--- src/rtl/stage1_key_seq.sv ---
// stage1_key_seq: Stage 1 key-hunt sequencer; maps clicks to key progression,
// applies pickup cooldown and a frame-counted time limit, reports clear/fail.
module stage1_key_seq #(
    parameter int DOOR_X0    = 140,
    parameter int DOOR_X1    = 180,
    parameter int DOOR_Y0    = 100,
    parameter int DOOR_Y1    = 160,
    parameter int COOLDOWN   = 15,
    parameter int TIME_LIMIT = 3600
) (
    input  logic        clk,
    input  logic        rst_n,
    input  logic [3:0]  state,
    input  logic        frame_tick,
    input  logic        click,
    input  logic [9:0]  mouse_x,
    input  logic [9:0]  mouse_y,
    output logic [1:0]  key_find,
    output logic        stage_clear,
    output logic        stage_fail,
    output logic [11:0] time_left
);
    localparam logic [3:0] STAGE1 = 4'd2;
    localparam int CW = $clog2(COOLDOWN + 2);

    typedef enum logic [2:0] {IDLE, SEEK1, SEEK2, SEEK3, DOOR, DONE} fsm_t;

    fsm_t          fsm;
    logic [CW-1:0] cooldown;
    logic [9:0]    px, py;
    logic          hit1, hit2, hit3, hit_door, target, go, final_tick, active;

    function automatic logic in_box(input logic [9:0] x, input logic [9:0] y,
                                    input int x0, input int x1, input int y0, input int y1);
        return int'(x) >= x0 && int'(x) < x1 && int'(y) >= y0 && int'(y) < y1;
    endfunction

    assign px         = {1'b0, mouse_x[9:1]};
    assign py         = {1'b0, mouse_y[9:1]};
    assign hit1       = in_box(px, py, 65, 85, 35, 55);
    assign hit2       = in_box(px, py, 235, 255, 35, 55);
    assign hit3       = in_box(px, py, 235, 255, 205, 225);
    assign hit_door   = in_box(px, py, DOOR_X0, DOOR_X1, DOOR_Y0, DOOR_Y1);
    assign target     = fsm == SEEK1 ? hit1 : fsm == SEEK2 ? hit2 : fsm == SEEK3 ? hit3 : 1'b0;
    assign go         = click && cooldown == '0;
    // a limit of 0 (or 1) means the very next tick expires the stage
    assign final_tick = frame_tick && time_left <= 12'd1;
    assign active     = fsm inside {SEEK1, SEEK2, SEEK3, DOOR};

    always_ff @(posedge clk or negedge rst_n) begin
        if (!rst_n) begin
            fsm         <= IDLE;
            key_find    <= 2'd0;
            stage_clear <= 1'b0;
            stage_fail  <= 1'b0;
            time_left   <= 12'(TIME_LIMIT);
            cooldown    <= '0;
        end else begin
            stage_clear <= 1'b0;
            stage_fail  <= 1'b0;
            if (frame_tick && cooldown != '0)
                cooldown <= cooldown - 1'b1;
            if (active && frame_tick && time_left != 12'd0)
                time_left <= time_left - 12'd1;
            case (fsm)
                IDLE: if (state == STAGE1) begin
                    fsm       <= SEEK1;
                    key_find  <= 2'd0;
                    time_left <= 12'(TIME_LIMIT);
                    cooldown  <= '0;
                end
                DONE: if (state != STAGE1) begin
                    fsm      <= IDLE;
                    key_find <= 2'd0;
                end
                default: begin
                    // priority: abort, then door clear (wins tie), then timeout (beats pickup)
                    if (state != STAGE1) begin
                        fsm      <= IDLE;
                        key_find <= 2'd0;
                    end else if (fsm == DOOR && go && hit_door) begin
                        fsm         <= DONE;
                        stage_clear <= 1'b1;
                    end else if (final_tick) begin
                        fsm        <= DONE;
                        stage_fail <= 1'b1;
                    end else if (go && target) begin
                        fsm      <= fsm_t'(fsm + 3'd1);
                        key_find <= key_find + 2'd1;
                        cooldown <= CW'(COOLDOWN);
                    end
                end
            endcase
        end
    end
endmodule

--- config.mk ---
export PLATFORM = sky130hd
export DESIGN_NAME = stage1_key_seq
export DESIGN_NICKNAME = d
export VERILOG_FILES = /design/src/rtl/stage1_key_seq.sv
export SDC_FILE = /design/constraint.sdc
export NUM_CORES = 1
export LEC_CHECK = 0
export BUFFER_PORTS_ARGS = -buffer_cell sky130_fd_sc_hd__buf_2
export CAP_MARGIN = 20
export CORE_ASPECT_RATIO = 1.75
export CORE_MARGIN = 10
export CORE_UTILIZATION = 57
export DETAILED_ROUTE_END_ITERATION = 8
export PLACE_DENSITY = 0.85
export SLEW_MARGIN = 10
export SYNTH_ARGS = -nofsm -noshare
export SYNTH_HDL_FRONTEND = slang
export SYNTH_SLANG_ARGS = --single-unit
--- constraint.sdc ---
create_clock -name clk -period 3.7 [get_ports clk]
set_input_delay 0.37 -clock clk [delete_from_list [all_inputs] [get_ports clk]]
set_output_delay 0.37 -clock clk [all_outputs]
set_load 0.02 [all_outputs]
Word level (Yosys, flattened, before mapping)
Index checks and enable logic that the tools add are counted.

cells by class
  $add $sub $neg = 4
  order comparisons = 13
  equal/unequal tests = 11
  mux-type cells = 34
  reduce and logical (&&, ||, !) cells = 29

operators with widths
  kind                   count
  $lt 9x8->1 const B     4
  $mux 12                3
  $mux 5                 6
  $ge 9x8->1 const B     3
  $logic_and 1x1->1      19
  $ge 9x7->1 const B     2
  $mux 3                 6
  $le 12x1->1 const B    1
  $mux 2                 6
  $reduce_bool 12->1     1
  $sub 12x1->12 const B  1
  $mux 1                 10
  $pmux 5 s2             1
  $reduce_bool 5->1      2
  $ge 9x6->1 const B     1
  $lt 9x6->1 const B     1
  $lt 9x7->1 const B     1
  $eq 3x2->1 const B     2
  $eq 3x3->1 const B     2
  $pmux 3 s2             1
  $logic_not 5->1        1
  $reduce_and 5->1       1
  $sub 5x1->5 const B    1
  $eq 4x2->1 const B     1
  other kinds (13)       14

storage, ports and cells
  register bits after elaboration = 24
  bits of input ports = 28
  word-level logic and storage cells = 97

Logic depth before layout (Yosys ltp)
Gate-level depths: netlist of the first run.

  word-level depth = 13
  mapped depth = 9

Least setup slack after synthesis of the first run
No wires, ideal clock.

  path type = register to register
  from = register fsm[1]
  to = register key_find[0]
  data arrival time = 2.169 ns
  data required time = 3.631 ns
  setup slack = 1.462 ns
  cell stages (with the launch flop) = 10
  buffers on the path = 1
  cell sequence = dfrtp_1 inv_1 ha_1 o21bai_1 a2111oi_2 a31oi_1 or3_1 buf_2 or4_1 nand3_1

between the ends
  longest elaborated chain between the ends = 7
  elaborated cells on any way between the ends = 19

RTL lines
  item                         line  RTL
  start, declared              28    fsm_t fsm;
  start signal, assigned       88    fsm <= fsm_t'(fsm + 3'd1);
  $eq 3x2->1                   44    assign target = fsm == SEEK1 ? hit1 : fsm == SEEK2 ? hit2 : fsm == SEEK3 ? hit3 : 1'b0;
  $mux 1 (3 in series)         44
  $logic_and 1x1->1            87    end else if (go && target) begin
  $reduce_bool 3->1 (no line)  --
  $reduce_and 5->1 (no line)   --
  end signal, assigned         89    key_find <= key_find + 2'd1;
  end, declared                18    output logic [1:0] key_find,

Parallel ways exist; a longest one is shown, timed or not.
A chain may end at the register's enable or synchronous reset.

Worst setup path after layout of the first run
Ends and elaborated chain as after synthesis.

==> out/metrics.csv, run 1 <==
metric,value,unit
antenna_found_initial,0,
yosysUniqueCellTypes,52,
ir_worst_vdd,0.517,mV
max_cap_violations,0,
comb_power_share,0.401,
p_clk_frac,0.205,
max_freq,404,MHz
fin_ws,1.22,ns
die_x,61.0,µm
p_int,676,µW
hpwlAfterDp,3.15,mm
path_clk_slew,0.08,ns
syn-num-nets,226,
avgSynthCellArea,8.89,µm²
postLayoutCellArea,1980,µm²
coreArea,2860,µm²
worstPathArrival,2.69,ns
io_pins,44,
hold_viol,0,
cp_data_required_time,3.91,ns
cts_made_buffers,3,
netSwitchingPower,439,µW
die_h,91.8,µm
crit_type,register to register,
status,completed,
finalWirelength,3.95,mm
synth_top_area_share,0.298,
clkLatencyLatePin,0.27,ns
multi_input_area,1030,µm²
syn_area,1680,µm²
yosys_register_bits,24,
skew,0.00153,ns
postLayoutCoreUtil,0.691,
yosys_warnings,0,
ant_nets,0,
cts_resized,0,
grt_pass1_vias,1644,
synthFlopType,dfrtp_1,
hold_buffers,0,
relSlewSlack,0.574,
drc,0,
worstMarginPinSlew,0.632,ns
yosys.area.top_type,dfrtp_1,
htreeDepth,1,
fillers,241,
grt_max_degree,25,
register_area,606,µm²
fin_crit,2.48,ns
via_count,1595,
antenna_cells,0,
finalCritPeriodShare,0.669,
crit_path_end_kind,register,
postSynthCellCount,189,
cts_setup_buffers,0,
place_congestion,0.831,
power_density,563,nW/µm²
crit_fanout,8,
start_util,0.587,
hp-class,input pin to asynchronous set/reset pin,
vias_per_cell,6.16,
synth_edf_count,0,
layout_commonest_cell,buf_2,
nets,269,
drtPass1Iterations,4,
layout_common_cells,"buf_2 (41), nand2_1 (20), dfrtp_1 (20)",
rsz0062_at_grt,false,
cts_tree,built,
drv_slew,0,
dieArea,5610,µm²
grt.total_usage,0.149,
clkSinkCount,24,
pwr-share-seq,0.394,
area_growth,17.8,%
postSynth.asyncResetShare,1.00,
cts_buffer_depth,2,
sw_frac_of_total,0.393,
whs,0.0622,ns
preCtsSetupSlack,1.26,ns
root_buffer,clkbuf_8,
port_buffers,41,
tns,0,ns
wl_per_cell,15.2,µm
grt_overflow,0,
p_leak,0.897,nW
start_kind,register,
ys_seq_area_frac,0.360,
setup_viol,0,
ys_top_cells_by_area,"dfrtp_1 (30%), ha_1 (6.7%), dfstp_2 (6.3%)",
drive_gt1_frac,0.234,
first_iter_violations,57,
grt_pass1_wl,6.91,mm
postPlaceCellArea,1910,µm²
num_rows,26,
## power groups by stage
stage / logic, mW / registers (mW) / clock network (mW)
2_1_floorplan: 0.249 / 0.495 / 0
3_3_place_gp: 0.441 / 0.442 / 0
3_5_place_dp: 0.449 / 0.444 / 0
4_1_cts: 0.453 / 0.439 / 0.235
5_1_grt: 0.505 / 0.459 / 0.240
6_report: 0.447 / 0.440 / 0.229
## cell families (layout without fill, tap and decap cells)
kind of cell | Yosys count | in the layout | share of synthesized area
adder cells (fa/ha/maj) | 9 | 9 | 0.0670
buffers and inverters | 12 | 54 | 0.0275
AND/OR/NAND/NOR | 92 | 92 | 0.308
XOR/XNOR | 10 | 10 | 0.0521
AO/OA/AOI/OAI | 42 | 42 | 0.185
flip-flops | 24 | 24 | 0.360
## Yosys cell counts, drive strengths merged (2+ instances only)
cell     instances
nor3             6
ha               9
nand2b           2
o31ai            2
a21o             2
o21ai            9
o211a            2
nor4             5
a21oi            6
nor4b            3
nor2b            4
inv              9
and3             2
nand4            5
nand4b           3
nand2           20
o211ai           4
dfstp            4
dfrtp           20
clkbuf           2
nor2            14
nand3b           2
xor2             4
xnor2            6
or4              4
nand3            8
a211o            2
o21a             2
or3              6
a31o             2
a2111oi          2
## final timing paths
check,endpoint,from,slack (ns),cells past startpoint
max,key_find[0]$_DFFE_PN0P_,fsm[1]$_DFFE_PN0P_,1.22,8
min in group clk,fsm[2]$_DFFE_PN0P_,state[2],0.44,4
min reg2reg,cooldown[4]$_DFF_PN0_,cooldown[4]$_DFF_PN0_,0.52,1
max reg2reg,key_find[0]$_DFFE_PN0P_,fsm[1]$_DFFE_PN0P_,1.22,8
min,time_left[3]$_DFF_PN0_,rst_n,0.06,1
max in group asynchronous,time_left[11]$_DFF_PN1_,rst_n,3.28,1
## area by class of cell
cell class                 instances  area share
multi-input combinational        153       0.520
sequential                        24       0.306
timing repair buffer              41       0.104
clock buffer                       3      0.0209
tap                               28      0.0177
inverter                           9      0.0171
clock inverter                     1      0.0152
## worst max-delay path, cell delays in order, from the launching register on
cell,delay [ns]
dfrtp_1,0.44
inv_1,0.10
ha_1,0.26
o21bai_1,0.12
a2111oi_2,0.29
a31oi_1,0.09
or3_1,0.52
or4_1,0.50
nand3_1,0.10
## flip-flops by register name (all words and copies together), names as in the netlist
signal	cells
stage_fail	1
cooldown	5
fsm	3
time_left	12
key_find	2
stage_clear	1
## through the flow
step / cells / power, mW
after floorplan: 189 / 0.745
after global placement: 255 / 0.883
after detailed placement: 255 / 0.893
after CTS: 259 / 1.13
after global routing: 259 / 1.20
final: 259 / 1.12
## per-layer routing
layer / global-route usage / vias to the layer above / routed length [µm]
met5: 0 / - / 0
met4: 0.0643 / 0 / 63
met3: 0.0359 / 5 / 312
met2: 0.253 / 55 / 2000
met1: 0.165 / 739 / 1570
li1: - / 796 / -
(Power assumes the default switching activity.)
==> run 2: changes to the inputs <==
CORE_UTILIZATION = 47   (was 57)
PLACE_DENSITY = 0.75   (was 0.85)
clock period = 2.2 ns   (was 3.7 ns; I/O delays follow)
==> run 2 against run 1 <==
Compared with the run above:
- sequential cell count unchanged
- routed wire length increased by 20%
- core utilization decreased by 3.8 points
- count of clock-buffer cells in the layout unchanged
- register-to-register slack got worse by 1.2 ns
- sequential power increased by 75%
- global-route usage decreased by 0.77 points
- total power increased by 83%
- critical endpoint is now key_find[1]$_DFFE_PN0P_
==> out/metrics.csv, run 2 (same netlist as run 1, synthesis figures left out) <==
metric,value,unit
relSlewSlack,0.630,
grt_pass1_wl,7.68,mm
finalCritPeriodShare,0.981,
cts_tree,built,
clkSinkCount,24,
ir_worst_vdd,0.863,mV
antenna_found_initial,0,
hold_viol,0,
status,completed,
grt_max_degree,25,
antenna_cells,0,
crit_fanout,4,
grt.total_usage,0.141,
nets,287,
reg_top3,"time_left: 12 flops, cooldown: 5 flops, fsm: 3 flops",
cts_buffer_depth,2,
area_growth,33.6,%
setup_viol,0,
start_kind,register,
ant_nets,0,
worstPathArrival,2.31,ns
port_buffers,41,
preCtsSetupSlack,-0.0115,ns
p_leak,0.996,nW
max_cap_violations,0,
path_clk_slew,0.09,ns
crit_path_end_kind,register,
highest_layer,met4,
postLayoutCellArea,2240,µm²
clkLatencyLatePin,0.27,ns
multi_input_area,1130,µm²
die_h,99.1,µm
max_freq,463,MHz
io_pins,44,
hp-class,input pin to register,
drtPass1Iterations,4,
worstMarginPinSlew,0.540,ns
hpwlAfterDp,3.67,mm
dieArea,6460,µm²
whs,0.353,ns
coreArea,3430,µm²
largest_reg_flops,12,
layout_common_cells,"buf_2 (41), nand2_1 (20), dfrtp_1 (19)",
fin_ws,0.0409,ns
wl_met1,1.88,mm
htreeDepth,1,
skew,0.00453,ns
grt_overflow,0,
via_count,1779,
cts_made_buffers,3,
cp_data_required_time,2.36,ns
wl_per_cell,16.1,µm
root_buffer,clkbuf_8,
first_iter_violations,82,
start_util,0.489,
drive_gt1_frac,0.349,
max_flop_register,time_left,
die_x,65.2,µm
place_congestion,0.827,
wl_met3,261,µm
drv_slew,0,
layout_commonest_cell,buf_2,
finalWirelength,4.74,mm
crit_type,register to register,
drc,0,
route.met2.wl,2.56,mm
rsz0062_at_grt,true,
num_rows,28,
fillers,322,
postPlaceCellArea,2060,µm²
register_area,607,µm²
power,2.05,mW
fin_crit,2.16,ns
grt_pass1_vias,1753,
vias_per_cell,6.05,
power_density,912,nW/µm²
run 2: critical path, cell delays in order (launching register included):
cell and delay [ns]:
dfrtp_1 0.39, inv_1 0.09, ha_1 0.21, nor4b_4 0.21, buf_4 0.16, nand2_1 0.08, or3_4 0.43, buf_6 0.14
o311ai_4 0.26, nand2_1 0.08
run 2: what timing repair did:
action                     in CTS  in global routing
hold endpoints to repair       20                  0
setup endpoints to repair       2                  9
buffers inserted                1                  1
resized for setup               1                 15
pin swaps                       0                  9
hold buffers                    1                  0
run 2: worst paths after layout:
path                                              from                 endpoint  slack, ns  cells after the start
worst max-delay path             cooldown[0]$_DFF_PN0_  key_find[1]$_DFFE_PN0P_       0.04                      9
worst min-delay path                        frame_tick    cooldown[4]$_DFF_PN0_       0.35                      3
worst max register to register   cooldown[0]$_DFF_PN0_  key_find[1]$_DFFE_PN0P_       0.04                      9
worst min register to register  time_left[4]$_DFF_PN1_   time_left[4]$_DFF_PN1_       0.55                      2
max in group asynchronous                        rst_n       fsm[0]$_DFFE_PN0P_       1.37                      2
min in group asynchronous                        rst_n   time_left[7]$_DFF_PN0_       0.46                      2
run 2: through the flow:
step | util | cells | TNS [ns]
6_report | 0.654 | 294 | 0
3_3_place_gp | 0.599 | 287 | 0
3_5_place_dp | 0.599 | 287 | -0.0154
2_1_floorplan | - | 189 | 0
4_1_cts | 0.626 | 293 | 0
5_1_grt | 0.654 | 294 | -0.0712
run 2: cell type report:
class                      instances  area share
clock buffer                       3      0.0184
clock inverter                     1      0.0134
multi-input combinational        153       0.503
tap                               45      0.0251
timing repair buffer              59       0.154
inverter                           9      0.0151
sequential                        24       0.270
run 2: metal layers:
metal	global-route usage	vias to the layer above
met5	0	-
met4	0.0397	0
met3	0.0292	4
met2	0.269	55
met1	0.147	890
li1	-	830
run 2: power by group:
part | internal, mW | switching [mW]
clock | 0.243 | 0.145
sequential | 0.593 | 0.178
combinational | 0.394 | 0.492
